`config.mk`:
```
export PLATFORM = sky130hd
export DESIGN_NAME = aes_core_arbiter
export DESIGN_NICKNAME = d
export VERILOG_FILES = /design/src/rtl/aes_core_arbiter.sv
export SDC_FILE = /design/constraint.sdc
export NUM_CORES = 1
export LEC_CHECK = 0
export ABC_AREA = 1
export CAP_MARGIN = 30
export CORE_AREA = 5 5 457 459
export CTS_BUF_LIST = sky130_fd_sc_hd__clkbuf_16
export CTS_CLUSTER_DIAMETER = 30
export DETAILED_ROUTE_END_ITERATION = 10
export DIE_AREA = 0 0 462 464
export SYNTH_ARGS = -nofsm -noshare
export SYNTH_HDL_FRONTEND = slang
export SYNTH_SLANG_ARGS = --single-unit
```
`constraint.sdc`:
```
create_clock -name clk -period 2.8 [get_ports clk]
set_clock_uncertainty 0.2 [all_clocks]
set_input_delay 0.28 -clock clk [delete_from_list [all_inputs] [get_ports clk]]
set_output_delay 0.28 -clock clk [all_outputs]
set_load 0.02 [all_outputs]
```
`src/rtl/aes_core_arbiter.sv`:
```
// Round-robin arbiter sharing one inverse-cipher core between two requesters.
// Caches the last expanded key so the key schedule is rerun only when the key changes.
module aes_core_arbiter #(
   parameter int NK      = 4,
   parameter int TIMEOUT = 64
) (
   input  logic             clk,
   input  logic             reset,
   input  logic             req0_valid,
   output logic             req0_ready,
   input  logic [127:0]     req0_data,
   input  logic [NK*32-1:0] req0_key,
   input  logic             req1_valid,
   output logic             req1_ready,
   input  logic [127:0]     req1_data,
   input  logic [NK*32-1:0] req1_key,
   output logic             resp0_valid,
   input  logic             resp0_ready,
   output logic [127:0]     resp0_data,
   output logic             resp0_err,
   output logic             resp1_valid,
   input  logic             resp1_ready,
   output logic [127:0]     resp1_data,
   output logic             resp1_err,
   output logic [NK*32-1:0] core_key,
   output logic             core_key_load,
   input  logic             core_key_done,
   output logic [127:0]     core_data,
   output logic             core_start,
   input  logic             core_done,
   input  logic [127:0]     core_result
);

   localparam int TW = $clog2(TIMEOUT);
   localparam logic [TW-1:0] T_LAST = TW'(TIMEOUT - 1);

   // state | meaning
   // IDLE  | arbitrate and accept   KLOAD | key_load pulse   KWAIT | wait key_done
   // START | start pulse            DWAIT | wait core_done   RESP  | hold response
   typedef enum logic [2:0] {IDLE, KLOAD, KWAIT, START, DWAIT, RESP} state_t;

   state_t            state, state_next;
   logic              owner, last_grant, cache_valid;
   logic [NK*32-1:0]  cached_key;
   logic [TW-1:0]     timer;

   logic              grant0, grant1, key_hit, timer_last, owner_ready;
   logic              finish, abort;
   logic [NK*32-1:0]  sel_key;

   // last_grant names the requester served most recently; ties go to the other one
   assign grant0      = req0_valid && (!req1_valid || last_grant);
   assign grant1      = req1_valid && (!req0_valid || !last_grant);
   assign sel_key     = grant1 ? req1_key : req0_key;
   assign key_hit     = cache_valid && (sel_key == cached_key);
   assign timer_last  = (timer == T_LAST);
   assign owner_ready = owner ? resp1_ready : resp0_ready;

   assign finish = (state == DWAIT) && core_done;
   assign abort  = timer_last && (((state == KWAIT) && !core_key_done) ||
                                  ((state == DWAIT) && !core_done));

   assign req0_ready    = !reset && (state == IDLE) && grant0;
   assign req1_ready    = !reset && (state == IDLE) && grant1;
   assign core_key_load = (state == KLOAD);
   assign core_start    = (state == START);
   assign resp0_valid   = (state == RESP) && !owner;
   assign resp1_valid   = (state == RESP) && owner;

   always_comb begin
      state_next = state;
      case (state)
         IDLE:    if (grant0 || grant1) state_next = key_hit ? START : KLOAD;
         KLOAD:   state_next = KWAIT;
         KWAIT:   if (core_key_done) state_next = START;
                  else if (timer_last) state_next = RESP;
         START:   state_next = DWAIT;
         DWAIT:   if (core_done || timer_last) state_next = RESP;
         RESP:    if (owner_ready) state_next = IDLE;
         default: state_next = IDLE;
      endcase
   end

   always_ff @(posedge clk) begin
      if (reset) begin
         state       <= IDLE;
         owner       <= 1'b0;
         last_grant  <= 1'b1;
         cache_valid <= 1'b0;
         cached_key  <= '0;
         timer       <= '0;
         core_key    <= '0;
         core_data   <= '0;
         resp0_data  <= '0;
         resp0_err   <= 1'b0;
         resp1_data  <= '0;
         resp1_err   <= 1'b0;
      end else begin
         state <= state_next;

         if ((state == IDLE) && (grant0 || grant1)) begin
            owner      <= grant1;
            last_grant <= grant1;
            core_key   <= sel_key;
            core_data  <= grant1 ? req1_data : req0_data;
         end

         if ((state == KLOAD) || (state == START))
            timer <= '0;
         else if (((state == KWAIT) && !core_key_done) || ((state == DWAIT) && !core_done))
            timer <= timer + 1'b1;

         if ((state == KWAIT) && core_key_done) begin
            cached_key  <= core_key;
            cache_valid <= 1'b1;
         end else if (abort) begin
            cache_valid <= 1'b0;
         end

         if (finish || abort) begin
            if (owner) begin
               resp1_data <= finish ? core_result : '0;
               resp1_err  <= abort;
            end else begin
               resp0_data <= finish ? core_result : '0;
               resp0_err  <= abort;
            end
         end
      end
   end

endmodule

```
==> metrics.md <==
| Metric | Value |
|---|---|
| WL/cell | `22.7 um` |
| Setup TNS | `0 ns` |
| CP max stage cell | `dlygate4sd3_1` |
| CP Cell Sequence | `dlygate4sd3_1 -> buf_4 -> buf_4 -> buf_4 -> inv_1 -> o21ai_0 -> buf_4 -> nand2_1 -> nand2_1 -> buf_12 -> inv_8 -> buf_12 -> o21ai_0 -> a21oi_1` |
| Post-synthesis cell count | `3,951` |
| Min Tclk post-route | `2.76 ns` |
| Seq/Total Area, Yosys | `a little under half` |
| Num ports | `1,168` |
| Slew @ Worst Pin | `0.985 ns` |
| Slowest cell delay on critical path | `roughly 0.54 ns` |
| Critical path depth in cells | `14` |
| Design area | `0.0561 mm2` |
| CP Buf/Inv Count | `9` |
| Die Area | `0.214 mm2` |
| Ys Warns | `0` |
| Crit path DAT | `~3.2 ns` |
| Final cycle utilization of the critical path | `98.5%` |
| Pre-CTS setup slack | `-0.742 ns` |
| Worst R2R End | `state[1]$_SDFFE_PP0P_` |
| Total gr overflow | `0` |
| Avg Cell Area, Syn | `7.11 um2` |
| Leak pwr | `21.6 nW` |
| Die H | `464 um` |
| Synth Cell Area | `0.0281 mm2` |
| Final Worst Setup Slack | `0.0431 ns` |
| Outcome | `complete, no violations` |
| Final setup violation count | `0` |
| Dpl hpwl | `149 mm` |
| Max Freq | `0.363 GHz` |
| First-pass GRT wire length | `~270 mm` |
| Number of remaining DRC errors | `0` |
| Syn_nets | `4,600` |
| Final Max Tran Viols | `0` |
| Peak supply drop | `0.000594 V` |
| Critical Path Start | `req1_valid` |
| CP most frequent cell | `buf_4` |
| CP Max Fanout | `approximately 110` |
| Buffer depth of the longest clock path | `3` |
| Drt pass-1 iters | `6` |
| Total core area | `0.204 mm2` |
| Clk sinks | `654` |
| Number of max-cap violations | `0` |
| Antenna violations before repair | `69` |
| Post-synth cell types | `34` |
| Relative slew slack | `34.3%` |
| CTS clk-pin slew, worst paths | `approximately 0.040 ns` |
| Total clock buffers created by CTS | `191` |
| Worst r2r src | `last_grant$_SDFFE_PP1P_` |
| Total power per unit cell area | `780 mW/mm2` |
| Most used DFF post-synth | `dfxtp_1` |
| Critical path startpoint category | `input pin` |
| Largest net degree at the start of global routing | `148` |
| Pwr Total | `between 40 and 50 mW` |
| Final WL | `~200 mm` |
| Post-DP Area | `0.0438 mm2` |
| Via/cell ratio | `4.24` |
| Worst-skew pair later-pin latency | `slightly above 0.8 ns` |
| Layout net count | `6,398` |
| Port bufs | `1,167` |
| Synth Register Bits | `654` |
| Number of synthesized flops with an enable pin | `0` |
| Setup crit end kind | `flip-flop` |
| Cell family with most CP delay | `buffers and inverters` |
| RSZ-0062 raised after global routing | `true` |
| Final Hold Vio Count | `0` |
| CP endpoint | `core_key[60]$_SDFFE_PP0P_` |
| Worst R2R Path Depth | `17` |
| Critical Path RT | `3.23 ns` |
| CTS H-tree lvls | `4` |
| Area Overhead vs Synth | `99.9%` |
| Worst hold path type | `in -> reg` |
| Fill count | `21,500` |
| DRT antenna net count | `0` |
| Die Wd | `462 um` |
| Reg2reg setup slack | `0.06 ns` |
| Hold Startpoint | `req1_data[67]` |
| GP Congestion | `0.898` |
| Vias | `36,600` |
| Row count | `166` |
| Vias in the first global route | `~36,000` |
| Gr usage total | `17.2%` |
| Asr flop ratio synth | `0%` |
| CTS Root Cell | `clkbuf_16` |
| DRT iter0 DRCs | `2,872` |
| Crit path kind | `in -> reg` |
| Starting Density | `13.8%` |
| Proportion of layout cells with a drive suffix above 1 | `9.15%` |
| CTS tree | `done` |
## routing by layer
layer | wire (um) | global-route usage, % | up-vias | part of all wire (%)
met3 | 24100 | 8.41 | 401 | 12
met1 | 77400 | 20.3 | 17300 | 40
met5 | 233 | 0 | - | 0.12
met4 | 7900 | 7.13 | 36 | 4.0
li1 | - | - | 17000 | -
met2 | 86100 | 26.7 | 1874 | 44
## how the worst min path moves through the flow
stage | slack, ns | end | depth (start not counted)
after detailed placement | 0.25 | resp0_data[113]$_SDFFE_PP0P_ | 2
after global placement | 0.25 | resp0_data[69]$_SDFFE_PP0P_ | 2
after floorplan | 0.22 | resp1_data[125]$_SDFFE_PP0P_ | 2
after global routing | 0.06 | core_key[19]$_SDFFE_PP0P_ | 3
after CTS | 0.004 | core_key[72]$_SDFFE_PP0P_ | 6
final | 0.1 | core_data[67]$_SDFFE_PP0P_ | 4
## sequential cells by signal (all words and copies together), names as in the netlist
signal,count
resp0_data,128
state,3
last_grant,1
resp1_data,128
cache_valid,1
timer,6
resp0_err,1
core_key,128
resp1_err,1
owner,1
core_data,128
cached_key,128
## through the flow
step	hold WS [ns]	util, %	instances
final	0.0953	27.5	8636
after global routing	0.0605	27.5	8617
after CTS	0.00408	27.5	8602
after detailed placement	0.252	21.5	7694
after global placement	0.247	21.5	7694
after floorplan	0.221	-	3951
## layout make-up
class | instances | area (um2) | share of cell area [%]
Timing Repair Buffer | 1916 | 19300 | 34.3
Sequential cell | 654 | 13100 | 23.3
Multi-Input combinational cell | 2714 | 12700 | 22.7
Clock buffer | 191 | 4780 | 8.52
Tap cell | 2688 | 3360 | 5.99
Clock inverter | 168 | 1770 | 3.15
Inverter | 272 | 1050 | 1.88
Antenna cell | 33 | 82.6 | 0.147
## kinds of logic after synthesis
family          synth area share (%)
simple gates                    24.0
flops                           46.6
compound gates                  20.7
fa+ha+maj                     0.0446
xor+xnor                       0.218
buf+inv                         8.44
## cell usage in the layout (no fill, tap or decap), types with 5 or more instances in the layout
cell,count
clkinvlp_4,7
nand3b_1,12
inv_1,302
clkinv_1,40
buf_4,170
nand2_4,6
nor2_1,61
bufinv_16,29
dlygate4sd3_1,540
nand3_1,461
nor2_2,9
dfxtp_1,652
inv_6,5
nand2_1,1026
o211ai_1,19
a21oi_1,325
clkinv_16,9
nand4_1,7
nand2_2,7
buf_12,33
nor3_1,5
o21ai_0,505
diode_2,33
clkinv_2,38
clkbuf_16,192
a31oi_1,198
clkdlybuf4s50_1,1158
xor2_1,7
o21ai_1,47
## synth_stat cells (12+ instances only)
cell type	n	area share [%]
nand2_1	1035	14
dfxtp_1	654	47
o21ai_0	506	9.0
nand3_1	462	8.2
a21oi_1	325	5.8
inv_1	265	3.5
clkbuf_1	202	2.7
a31oi_1	198	4.4
nor2_1	73	0.98
buf_2	67	1.2
o21ai_1	46	0.82
buf_4	22	0.59
o211ai_1	19	0.51
buf_1	18	0.24
nand3b_1	12	0.32
## power breakdown
group          total (mW)  switching (mW)  internal [mW]
clock                21.9            6.92           15.0
combinational        10.5            5.99           4.51
sequential           11.4           0.858           10.5
## worst register-to-register path, stage by stage (launching register included)
cell and delay, ns:
dfxtp_1 0.33, nand2_4 0.13, nand2_8 0.12, buf_16 0.19, bufbuf_16 0.32, o21ai_1 0.17, nand2_1 0.07, nand2_1 0.12
nand2_1 0.07, nor2_2 0.10, nand2_1 0.12, nor2_2 0.15, nand2_4 0.11, nor2_4 0.16, nand3_1 0.08, nand2_1 0.07
nand2_1 0.04, a21oi_1 0.12
## repair_timing
item | CTS | global route
cloned | 4 | 1
hold endpoints to repair | 551 | 0
resized for setup | 34 | 6
buffers inserted | 5 | 0
pin swaps | 4 | 1
endpoints found under the setup margin | 6 | 73
hold buffers | 540 | 0
Note: power is estimated with default switching activity, not from simulation.
